<file path="src/rtl/llsc_monitor_pkg.sv">
// llsc_monitor_pkg: shared types and constants for the LL/SC link monitor.
//   Provides the link state enum, default address geometry and the width of
//   the granule-compare field (address bits above GRAN_LSB).
package llsc_monitor_pkg;
   localparam int LLSC_ADDR_W   = 32;
   localparam int LLSC_GRAN_LSB = 2;
   localparam int LLSC_CMP_W    = LLSC_ADDR_W - LLSC_GRAN_LSB;
   typedef logic [LLSC_ADDR_W-1:0] addr_t;
   typedef enum logic {LLSC_IDLE, LLSC_LINKED} llsc_state_t;
endpackage

</file>
<file path="src/rtl/llsc_timeout_ctr.sv">
// llsc_timeout_ctr: saturating link-age counter with clear/enable and expiry flag.
//   clk, rst_n : clock, asynchronous active-low reset
//   clr        : force count to 0 (wins over en)
//   en         : count up by one, saturating at LINK_TIMEOUT-1
//   expired    : count has reached LINK_TIMEOUT-1 (constant 0 when LINK_TIMEOUT = 0)
module llsc_timeout_ctr #(
   parameter int LINK_TIMEOUT = 1024
) (
   input  logic clk,
   input  logic rst_n,
   input  logic clr,
   input  logic en,
   output logic expired
);
   generate
      if (LINK_TIMEOUT == 0) begin : g_off
         logic unused;
         assign unused  = ^{clk, rst_n, clr, en};
         assign expired = 1'b0;
      end else begin : g_on
         localparam int CW = (LINK_TIMEOUT > 1) ? $clog2(LINK_TIMEOUT) : 1;
         localparam logic [CW-1:0] LAST = CW'(LINK_TIMEOUT - 1);
         logic [CW-1:0] cnt_q, cnt_d;
         always_comb cnt_d = clr ? '0 : (en && cnt_q != LAST) ? cnt_q + 1'b1 : cnt_q;
         always_ff @(posedge clk or negedge rst_n)
            if (!rst_n) cnt_q <= '0;
            else        cnt_q <= cnt_d;
         assign expired = cnt_q == LAST;
      end
   endgenerate
endmodule

</file>
<file path="src/rtl/llsc_monitor.sv">
// llsc_monitor: LL/SC reservation tracker and SC success decision for the memory stage.
//   clk, rst_n             : clock, asynchronous active-low reset
//   flush                  : exception/ERET flush, drops the link
//   mem_valid/ll/sc/store  : executing memory-stage instruction and its kind
//   mem_addr               : its effective physical address
//   snoop_valid/snoop_addr : write by another bus master
//   sc_success/sc_do_write : SC result and memory write permission
//   llbit_we/llbit_wdata   : update of the CP0 LLbit mirror
//   linked/link_addr       : registered reservation
//   Optional macro LLSC_OWN_STORE_KILL_EN: a matching ordinary store from this
//   core also breaks the link.
module llsc_monitor
   import llsc_monitor_pkg::*;
#(
   parameter int ADDR_W       = LLSC_ADDR_W,
   parameter int GRAN_LSB     = LLSC_GRAN_LSB,
   parameter int LINK_TIMEOUT = 1024
) (
   input  logic              clk,
   input  logic              rst_n,
   input  logic              flush,
   input  logic              mem_valid,
   input  logic              mem_ll,
   input  logic              mem_sc,
   input  logic              mem_store,
   input  logic [ADDR_W-1:0] mem_addr,
   input  logic              snoop_valid,
   input  logic [ADDR_W-1:0] snoop_addr,
   output logic              sc_success,
   output logic              sc_do_write,
   output logic              llbit_we,
   output logic              llbit_wdata,
   output logic              linked,
   output logic [ADDR_W-1:0] link_addr
);
   llsc_state_t       state_q, state_d;
   logic [ADDR_W-1:0] link_addr_q, link_addr_d;
   logic ll_go, sc_go, mem_match, snoop_hit, store_hit, expire, expired;
   assign linked    = state_q == LLSC_LINKED;
   assign link_addr = link_addr_q;
   assign ll_go     = mem_valid & mem_ll & ~flush;
   assign sc_go     = mem_valid & mem_sc & ~flush;
   assign mem_match = (mem_addr >> GRAN_LSB) == (link_addr_q >> GRAN_LSB);
   assign snoop_hit = linked & snoop_valid & ((snoop_addr >> GRAN_LSB) == (link_addr_q >> GRAN_LSB));
   assign expire    = linked & expired;
`ifdef LLSC_OWN_STORE_KILL_EN
   assign store_hit = linked & mem_valid & mem_store & mem_match;
`else
   logic unused_store;
   assign unused_store = mem_store;
   assign store_hit    = 1'b0;
`endif
   always_comb begin
      state_d     = flush ? LLSC_IDLE : ll_go ? LLSC_LINKED : sc_go ? LLSC_IDLE :
                    (snoop_hit | store_hit | expire) ? LLSC_IDLE : state_q;
      link_addr_d = ll_go ? mem_addr : link_addr_q;
      // A same-cycle matching snoop or expiry kills the SC conservatively.
      sc_success  = sc_go & linked & mem_match & ~snoop_hit & ~expire;
      // Any LINKED->IDLE transition covers the snoop/store/timeout breaks.
      llbit_we    = flush | (mem_valid & (mem_ll | mem_sc)) | (linked & state_d == LLSC_IDLE);
      llbit_wdata = state_d == LLSC_LINKED;
   end
   assign sc_do_write = sc_success;
   always_ff @(posedge clk or negedge rst_n)
      if (!rst_n) begin
         state_q     <= LLSC_IDLE;
         link_addr_q <= '0;
      end else begin
         state_q     <= state_d;
         link_addr_q <= link_addr_d;
      end
   llsc_timeout_ctr #(.LINK_TIMEOUT(LINK_TIMEOUT)) u_ctr (
      .clk     (clk),
      .rst_n   (rst_n),
      .clr     (ll_go | state_d == LLSC_IDLE),
      .en      (linked),
      .expired (expired)
   );
endmodule
</file>
<file path="config.mk">
export PLATFORM = sky130hd
export DESIGN_NAME = llsc_monitor
export DESIGN_NICKNAME = d
export VERILOG_FILES = /design/src/rtl/llsc_monitor_pkg.sv /design/src/rtl/llsc_timeout_ctr.sv /design/src/rtl/llsc_monitor.sv
export SDC_FILE = /design/constraint.sdc
export NUM_CORES = 1
export LEC_CHECK = 0
export BUFFER_PORTS_ARGS = -buffer_cell sky130_fd_sc_hd__buf_4
export CORE_MARGIN = 4
export CORE_UTILIZATION = 51
export DETAILED_ROUTE_END_ITERATION = 10
export PLACE_DENSITY_LB_ADDON = 0.2
export SKIP_CTS_REPAIR_TIMING = 1
export SYNTH_ARGS = -nofsm -noshare
export SYNTH_HDL_FRONTEND = slang
export SYNTH_SLANG_ARGS = --single-unit
</file>
<file path="constraint.sdc">
create_clock -name clk -period 5 [get_ports clk]
set_input_delay 1.5 -clock clk [delete_from_list [all_inputs] [get_ports clk]]
set_output_delay 1.5 -clock clk [all_outputs]
set_load 0.03 [all_outputs]
</file>
======== Yosys cells after proc, flatten, opt, wreduce, memory -nomap -nowiden ========
Index checks and enable logic that the tools add are counted.
Widths: inputs -> output; s select.
storage, ports and cells
  flip-flop bits (word level) ............. 43
  bits in latches ......................... 0
  memory bits (writable) .................. 0
  bits in read-only memories .............. 0
  input port bits ......................... 72
  output and inout port bits .............. 37
  word-level logic and storage cells ...... 38
  memories kept ........................... 0
operators by class
  $add $sub $neg .......................... 1
  multipliers ............................. 0
  div/mod/pow operators ................... 0
  order comparisons ....................... 0
  equal/unequal tests ..................... 4
  shift operators ......................... 0
  mux-type cells .......................... 6
  bitwise logic cells ..................... 22
  reduce and logical (&&, ||, !) cells .... 2
operators with widths
  kind                   count
  $eq 30x30->1           2
  $mux 10                2
  $and 1x1->1            13
  $add 10x1->10 const B  1
  $eq 10x10->1 const B   1
  $ne 10x10->1 const B   1
  $or 1x1->1             5
  $mux 1                 4
  $not 1->1              4
  $reduce_bool 2->1      1
  $logic_and 1x1->1      1

======== Longest topological paths before layout ========
Gate-level depths: netlist of run 1.
  depth in word-level cells ............... 10
  depth in mapped cells ................... 6
  depth with buffers taken out ............ 6

======== Hierarchy ========
Synthesis of run 1 repeated with hierarchy kept, for this count alone.
unflattened totals
  cell total of the unflattened synthesis .. 217
  area, all modules ....................... 2491.1 µm²
modules (own cells, without submodules)
  module            times used  cells an instance  area an instance (µm²)  sequential area each (µm²)
  llsc_monitor      1           160                1933.1                  825.8
  llsc_timeout_ctr  1           57                 558.0                   250.2

======== Worst setup path after synthesis of run 1 ========
No wires, ideal clock.
  path kind ............................... input to output
  start point ............................. input mem_addr[13]
  end point ............................... output sc_success
  data arrival time ....................... 3390 ps
  data required time ...................... 3500 ps
  setup slack ............................. 110 ps
  stages .................................. 6
  buffers on the path ..................... 1
  cells stage by stage .................... xnor2_1 > nand4b_1 > nor4_1 > nand4_1 > nor4_1 > buf_4
between the ends
  cells in the longest elaborated chain, start to end .. 4
RTL lines
  element                    RTL line            text
  start, declared            llsc_monitor.sv:26  input logic [ADDR_W-1:0] mem_addr,
  $eq 30x30->1               llsc_monitor.sv:43  assign mem_match = (mem_addr >> GRAN_LSB) == (link_addr_q >> GRAN_LSB);
  $and 1x1->1 (3 in series)  llsc_monitor.sv:58  sc_success = sc_go & linked & mem_match & ~snoop_hit & ~expire;
  end, declared              llsc_monitor.sv:29  output logic sc_success,
No other way between the ends.

======== Worst setup path in the final report of run 1 ========
  start point ............................. input mem_addr[24]
  end point ............................... output sc_do_write
between the ends
  cells in the longest elaborated chain, start to end .. 4
RTL lines
  element                    RTL line            text
  $eq 30x30->1               llsc_monitor.sv:43
  $and 1x1->1 (3 in series)  llsc_monitor.sv:58
  end, declared              llsc_monitor.sv:30  output logic sc_do_write,
No other way between the ends.

==> flow_summary_export.csv, run 1 <==
group,metric,value,unit
final_layout,layout.nets,387,
worst_setup_path,rr_worst_depth,6,
floorplanning,io_pins,109,
worst_setup_path,reg2reg_slack,3.17,ns
floorplanning,coreArea,4440,µm²
timing,finalClockSkew,0.00291,ns
place,io_buffer_count,105,
floorplanning,std_cell_rows,24,
worst_setup_path,critPathArrivalTime,3.09,ns
timing,timing.fmax,0.218,GHz
global_route,first_global_vias,2028,
flow_run,cap_violations,0,
worst_setup_path,worst_setup_path_start_kind,"primary input",
place,placed_area,3230,µm²
clock_network,cts_tree,"done",
yosys,mappedNetlistArea,2400,µm²
global_route,grtUsageTotal,0.202,
yosys,async_reset_ff_frac,1.00,
routing,vias,1920,
final_layout,stdcell_area,3300,µm²
yosys,yosysMostFrequentCell,"xor2_1",
min_path,hold_class,"flip-flop to flip-flop",
min_path,min_to,"u_ctr.g_on.cnt_q[0]",
power_and_ir_drop,seqPwrFrac,0.435,
min_path,hold_depth,1,
yosys,yosys.area.top_type,"dfrtp_1",
min_path,min_from,"u_ctr.g_on.cnt_q[0]",
global_route,globalRouteOverflowTotal,0,
timing,fin_crit,4.59,ns
timing,worstMarginPinSlew,0.543,ns
power_and_ir_drop,p_sw_frac,0.358,
floorplanning,die_x,76.7,µm
run_status,status,"complete, no violations",
power_and_ir_drop,ir_drop,0.211,mV
yosys,synth_top_area_frac,0.447,
final_layout,drive_gt1_frac,0.463,
floorplanning,dieArea,5880,µm²
worst_setup_path,required,3.50,ns
timing,maxSlewHeadroom,0.638,
final_layout,synthToLayoutAreaGrowth,37.4,%
yosys,synth_fp_nets,279,
yosys,syn_inst,206,
yosys,ys.flop_type,"dfrtp_1",
timing,tns,0,ns
power_and_ir_drop,power.leakage,1.53,nW
yosys,synth_area_per_cell,11.7,µm²
worst_setup_path,rr_endpoint,"u_ctr.g_on.cnt_q[5]",
floorplanning,start_util,0.541,
power_and_ir_drop,switching_power,0.382,mW
clock_network,numCtsBuffers,5,
timing,rsz0062_at_grt,"false",
power_and_ir_drop,clockPowerShare,0.186,
routing,antenna_left,0,
clock_network,cts-root-buf,"clkbuf_8",
clock_network,clk_path_buf_depth,2,
place,dp_hpwl,4630,µm
floorplanning,chipHeight,76.7,µm
clock_network,path_clk_slew,0.07,ns
final_layout,fill_cells,342,
timing,maxSlewViolCount,0,
yosys,yosys_warnings,0,
yosys,synth.area.top_cells,"dfrtp_1 45%, xor2_1 20%, mux2_2 15%, xnor2_1 4.7%, nor4_1 3.6%",
yosys,synthTopCellsByCount,"55 x xor2_1, 43 x dfrtp_1, 32 x mux2_2",
yosys,synth_edf_count,0,
yosys,ys_ff_latch,43,
worst_setup_path,worstSetupPathType,"primary input to primary output",
routing,drc,0,
final_layout,diodes,0,
power_and_ir_drop,p_comb_frac,0.379,
worst_setup_path,cp-startpoint,"mem_addr[24]",
routing,wl_per_cell,15.8,µm
routing,dr.first_iter.drc_count,57,
clock_network,h-tree-depth,2,
place,gp_congestion,0.783,
final_layout,stdcell_count,365,
worst_setup_path,crit_fanout,2,
global_route,grt_pass1_wl,9490,µm
routing,vias_per_cell,5.26,
global_route,grt_start_max_net_pins,44,
place,dp_cells,359,
timing,hold_violations,0,
clock_network,clkSinkCount,43,
worst_setup_path,end_kind,"primary output",
yosys,synth-seq-area-share,0.447,
power_and_ir_drop,internal_power,0.684,mW
final_layout,utilization,0.744,
yosys,yosysUniqueCellTypes,22,
timing,fin_crit_sh,0.918,
worst_setup_path,rr_startpoint,"link_addr[29]",
timing,setup-violations-final,0,
routing,first_pass_iters,4,
clock_network,clock_latency,0.29,ns
routing,wl,5750,µm
power_and_ir_drop,power_density,323,nW/µm²
global_route,grt_antenna_before_repair,0,
## how the worst max path moves through the flow
stage                        to  slack [ns]  depth (start not counted)
floorplan            sc_success        0.11                          6
global placement     sc_success        0.51                          6
detailed placement  sc_do_write        0.42                          7
CTS                 sc_do_write        0.42                          7
global route        sc_do_write        0.20                          7
finish              sc_do_write        0.41                          7
## cell type report
class / instances / area [µm²] / share of cell area
repair buffers: 107 / 803 / 0.243
well taps: 52 / 65.1 / 0.0197
inverters: 1 / 3.75 / 0.00114
multi-input cells: 156 / 1280 / 0.388
clock buffers: 6 / 72.6 / 0.0220
flip-flops and latches: 43 / 1080 / 0.326
## critical path: stages
cell	delay, ns
buf_4	0.11
xnor2_1	0.14
nand4_1	0.10
nor4_1	0.36
nand4_1	0.15
nor4_1	0.47
buf_4	0.26
## sequential cells by signal, summed over array words and instances, names as in the netlist
signal            flops
link_addr            32
u_ctr.g_on.cnt_q     10
linked                1
## power by group through the flow
| stage | combinational [mW] | clock, mW | sequential (mW) |
|---|---|---|---|
| floorplan | 0.141 | 0 | 0.561 |
| global placement | 0.402 | 0 | 0.468 |
| detailed placement | 0.407 | 0 | 0.471 |
| CTS | 0.409 | 0.206 | 0.464 |
| global route | 0.433 | 0.223 | 0.474 |
| finish | 0.404 | 0.198 | 0.464 |
## cell usage in the layout (no fill, tap or decap)
master / n
o21ai_0: 2
xor2_1: 55
ha_1: 1
mux2_2: 32
nor2_1: 3
dfrtp_1: 43
buf_4: 107
nand3_1: 5
nor3_1: 13
nand2b_1: 1
o21ai_2: 1
a211o_1: 2
clkbuf_1: 1
xnor2_1: 13
nand2_1: 4
inv_1: 1
nand4_1: 7
clkbuf_8: 5
nand4b_1: 1
nand3b_1: 1
nor4_1: 14
o22a_1: 1
## cell families (layout without fill, tap and decap cells)
kind of cell | after synthesis | in the layout | share of synthesized area
fa+ha+maj | 1 | 1 | 0.00520
simple gates | 49 | 49 | 0.112
mux | 32 | 32 | 0.150
compound gates | 6 | 6 | 0.0187
xor+xnor | 68 | 68 | 0.248
buf+inv | 7 | 114 | 0.0187
flops | 43 | 43 | 0.447
## routing by layer
metal / track usage / share of wire / wire length (µm)
met4: 0.0562 / 0.013 / 74
met1: 0.239 / 0.39 / 2220
met3: 0.0691 / 0.085 / 488
met2: 0.348 / 0.52 / 2970
met5: 0 / 0 / 0
## per-stage QoR
step                      power [mW]  hold WS, ns  worst slack, ns
after floorplan                0.702        0.461            0.110
after global routing            1.13        0.515            0.203
after CTS                       1.08        0.500            0.418
after detailed placement       0.878        0.490            0.418
after global placement         0.870        0.484            0.506
final                           1.07        0.499            0.411
Power figures use the tool's default switching activity.
==> run 2: changes to the inputs <==
--- a/config.mk
+++ b/config.mk
@@ -6,10 +6,9 @@
 export NUM_CORES = 1
 export LEC_CHECK = 0
 export BUFFER_PORTS_ARGS = -buffer_cell sky130_fd_sc_hd__buf_4
-export CORE_MARGIN = 4
 export CORE_UTILIZATION = 51
 export DETAILED_ROUTE_END_ITERATION = 10
-export PLACE_DENSITY_LB_ADDON = 0.2
+export PLACE_DENSITY = 0.85
 export SKIP_CTS_REPAIR_TIMING = 1
 export SYNTH_ARGS = -nofsm -noshare
 export SYNTH_HDL_FRONTEND = slang
==> flow_summary_export.csv, run 2 (synthesized netlist as in run 1, its figures left out) <==
group,metric,value,unit
routing,antenna_left,0,
final_layout,synthToLayoutAreaGrowth,37.9,%
worst_setup_path,worst_setup_path_start_kind,"primary input",
worst_setup_path,required,3.50,ns
clock_network,cts_tree,"done",
global_route,grtUsageTotal,0.240,
routing,wl,5640,µm
global_route,grt_antenna_before_repair,0,
worst_setup_path,worst_path_most_repeated_cell,"buf_4",
floorplanning,die_x,70.7,µm
timing,setup-violations-final,0,
timing,hold_violations,0,
floorplanning,std_cell_rows,24,
place,dp_hpwl,4430,µm
worst_setup_path,cp.buffers_inverters,2,
final_layout,layout_commonest_cell,"buf_4",
clock_network,clock_latency,0.30,ns
final_layout,largest_reg_flops,32,
timing,fin_crit,4.70,ns
final_layout,layout.nets,387,
timing,rsz0062_at_grt,"false",
floorplanning,chipHeight,70.7,µm
final_layout,final_cell_mix,"107 x buf_4, 55 x xor2_1, 43 x dfrtp_1",
global_route,first_global_vias,2061,
worst_setup_path,crit_fanout,8,
global_route,globalRouteOverflowTotal,0,
routing,drc,6,
routing,first_pass_iters,7,
timing,finalClockSkew,0.00777,ns
clock_network,clkSinkCount,43,
floorplanning,dieArea,4990,µm²
place,io_buffer_count,105,
worst_setup_path,critPathArrivalTime,3.20,ns
routing,vias_per_cell,5.34,
routing,vias,1960,
floorplanning,coreArea,4440,µm²
clock_network,numCtsBuffers,5,
worst_setup_path,end_kind,"primary output",
worst_setup_path,critPathMaxStageDelay,0.45,ns
final_layout,utilization,0.746,
routing,dr.first_iter.drc_count,70,
timing,worstMarginPinSlew,0.539,ns
run_status,status,"finished, violations left",
timing,maxSlewHeadroom,0.641,
clock_network,h-tree-depth,2,
final_layout,drive_gt1_frac,0.470,
global_route,grt_start_max_net_pins,44,
power_and_ir_drop,power.leakage,1.54,nW
global_route,grt_pass1_wl,9050,µm
worst_setup_path,cp_cell_sequence,"buf_4 > xor2_1 > nor4_1 > nand4_1 > o21ai_2 > o21ai_0 > buf_4",
worst_setup_path,worstSetupPathType,"primary input to primary output",
floorplanning,io_pins,109,
clock_network,path_clk_slew,0.08,ns
flow_run,cap_violations,0,
min_path,hold_class,"flip-flop to flip-flop",
worst_setup_path,critPathTopFamily,"simple AND/OR/NAND/NOR gates",
clock_network,clk_path_buf_depth,2,
final_layout,diodes,0,
floorplanning,start_util,0.541,
power_and_ir_drop,power_density,327,nW/µm²
routing,wl_per_cell,15.4,µm
timing,maxSlewViolCount,0,
clock_network,cts-root-buf,"clkbuf_8",
timing,fin_crit_sh,0.940,
worst_setup_path,cpMaxStageDelayCell,"nor4_1",
power_and_ir_drop,ir_drop,0.190,mV
run_status,violations,"DRC",
timing,tns,0,ns
timing,timing.fmax,0.213,GHz
place,gp_congestion,0.776,
## run 2: power breakdown
part	switching, mW	internal, mW	total [mW]
clock network	0.119	0.0956	0.214
logic	0.211	0.193	0.404
registers	0.0688	0.397	0.466
## run 2: path summary, 6_finish.rpt
| check | startpoint | to | slack [ns] | cells after the start |
|---|---|---|---|---|
| min in group asynchronous | rst_n | link_addr[5] | 1.17 | 1 |
| min | u_ctr.g_on.cnt_q[0] | u_ctr.g_on.cnt_q[0] | 0.51 | 1 |
| max reg2reg | link_addr[29] | u_ctr.g_on.cnt_q[5] | 2.95 | 6 |
| min reg2reg | u_ctr.g_on.cnt_q[0] | u_ctr.g_on.cnt_q[0] | 0.51 | 1 |
| max | snoop_addr[29] | llbit_wdata | 0.30 | 7 |
| max in group asynchronous | rst_n | link_addr[13] | 3.45 | 1 |
## run 2: worst register-to-register path: stages (launching register included)
cell,delay (ns)
dfrtp_1,0.43
xor2_1,0.18
nor4_1,0.45
nand4_1,0.25
o21ai_2,0.36
buf_4,0.20
nor3_1,0.06
## run 2: cell type report
type                       instances  area (µm²)
clock buffer                       5        68.8
timing repair buffer             107         803
inverter                           1        3.75
clock inverter                     3        15.0
tap                               52        65.1
sequential                        43        1080
multi-input combinational        156        1280
fill                             345        1130
## run 2: through the flow
stage | std cells | instance area (µm²) | power [mW] | worst slack, ns | hold WS [ns]
2_1_floorplan | 206 | 2400 | 0.702 | 0.110 | 0.461
3_3_place_gp | 359 | 3230 | 0.868 | 0.363 | 0.486
3_5_place_dp | 359 | 3230 | 0.878 | 0.286 | 0.502
4_1_cts | 367 | 3320 | 1.09 | 0.291 | 0.512
5_1_grt | 367 | 3320 | 1.14 | 0.0709 | 0.544
6_report | 367 | 3320 | 1.08 | 0.299 | 0.509
## run 2: routing by layer
metal | global-route usage | vias to the layer above | part of all wire
met5 | 0 | - | 0
met2 | 0.422 | 76 | 0.51
met1 | 0.266 | 928 | 0.39
met3 | 0.0783 | 14 | 0.077
li1 | - | 942 | -
met4 | 0.109 | 0 | 0.028
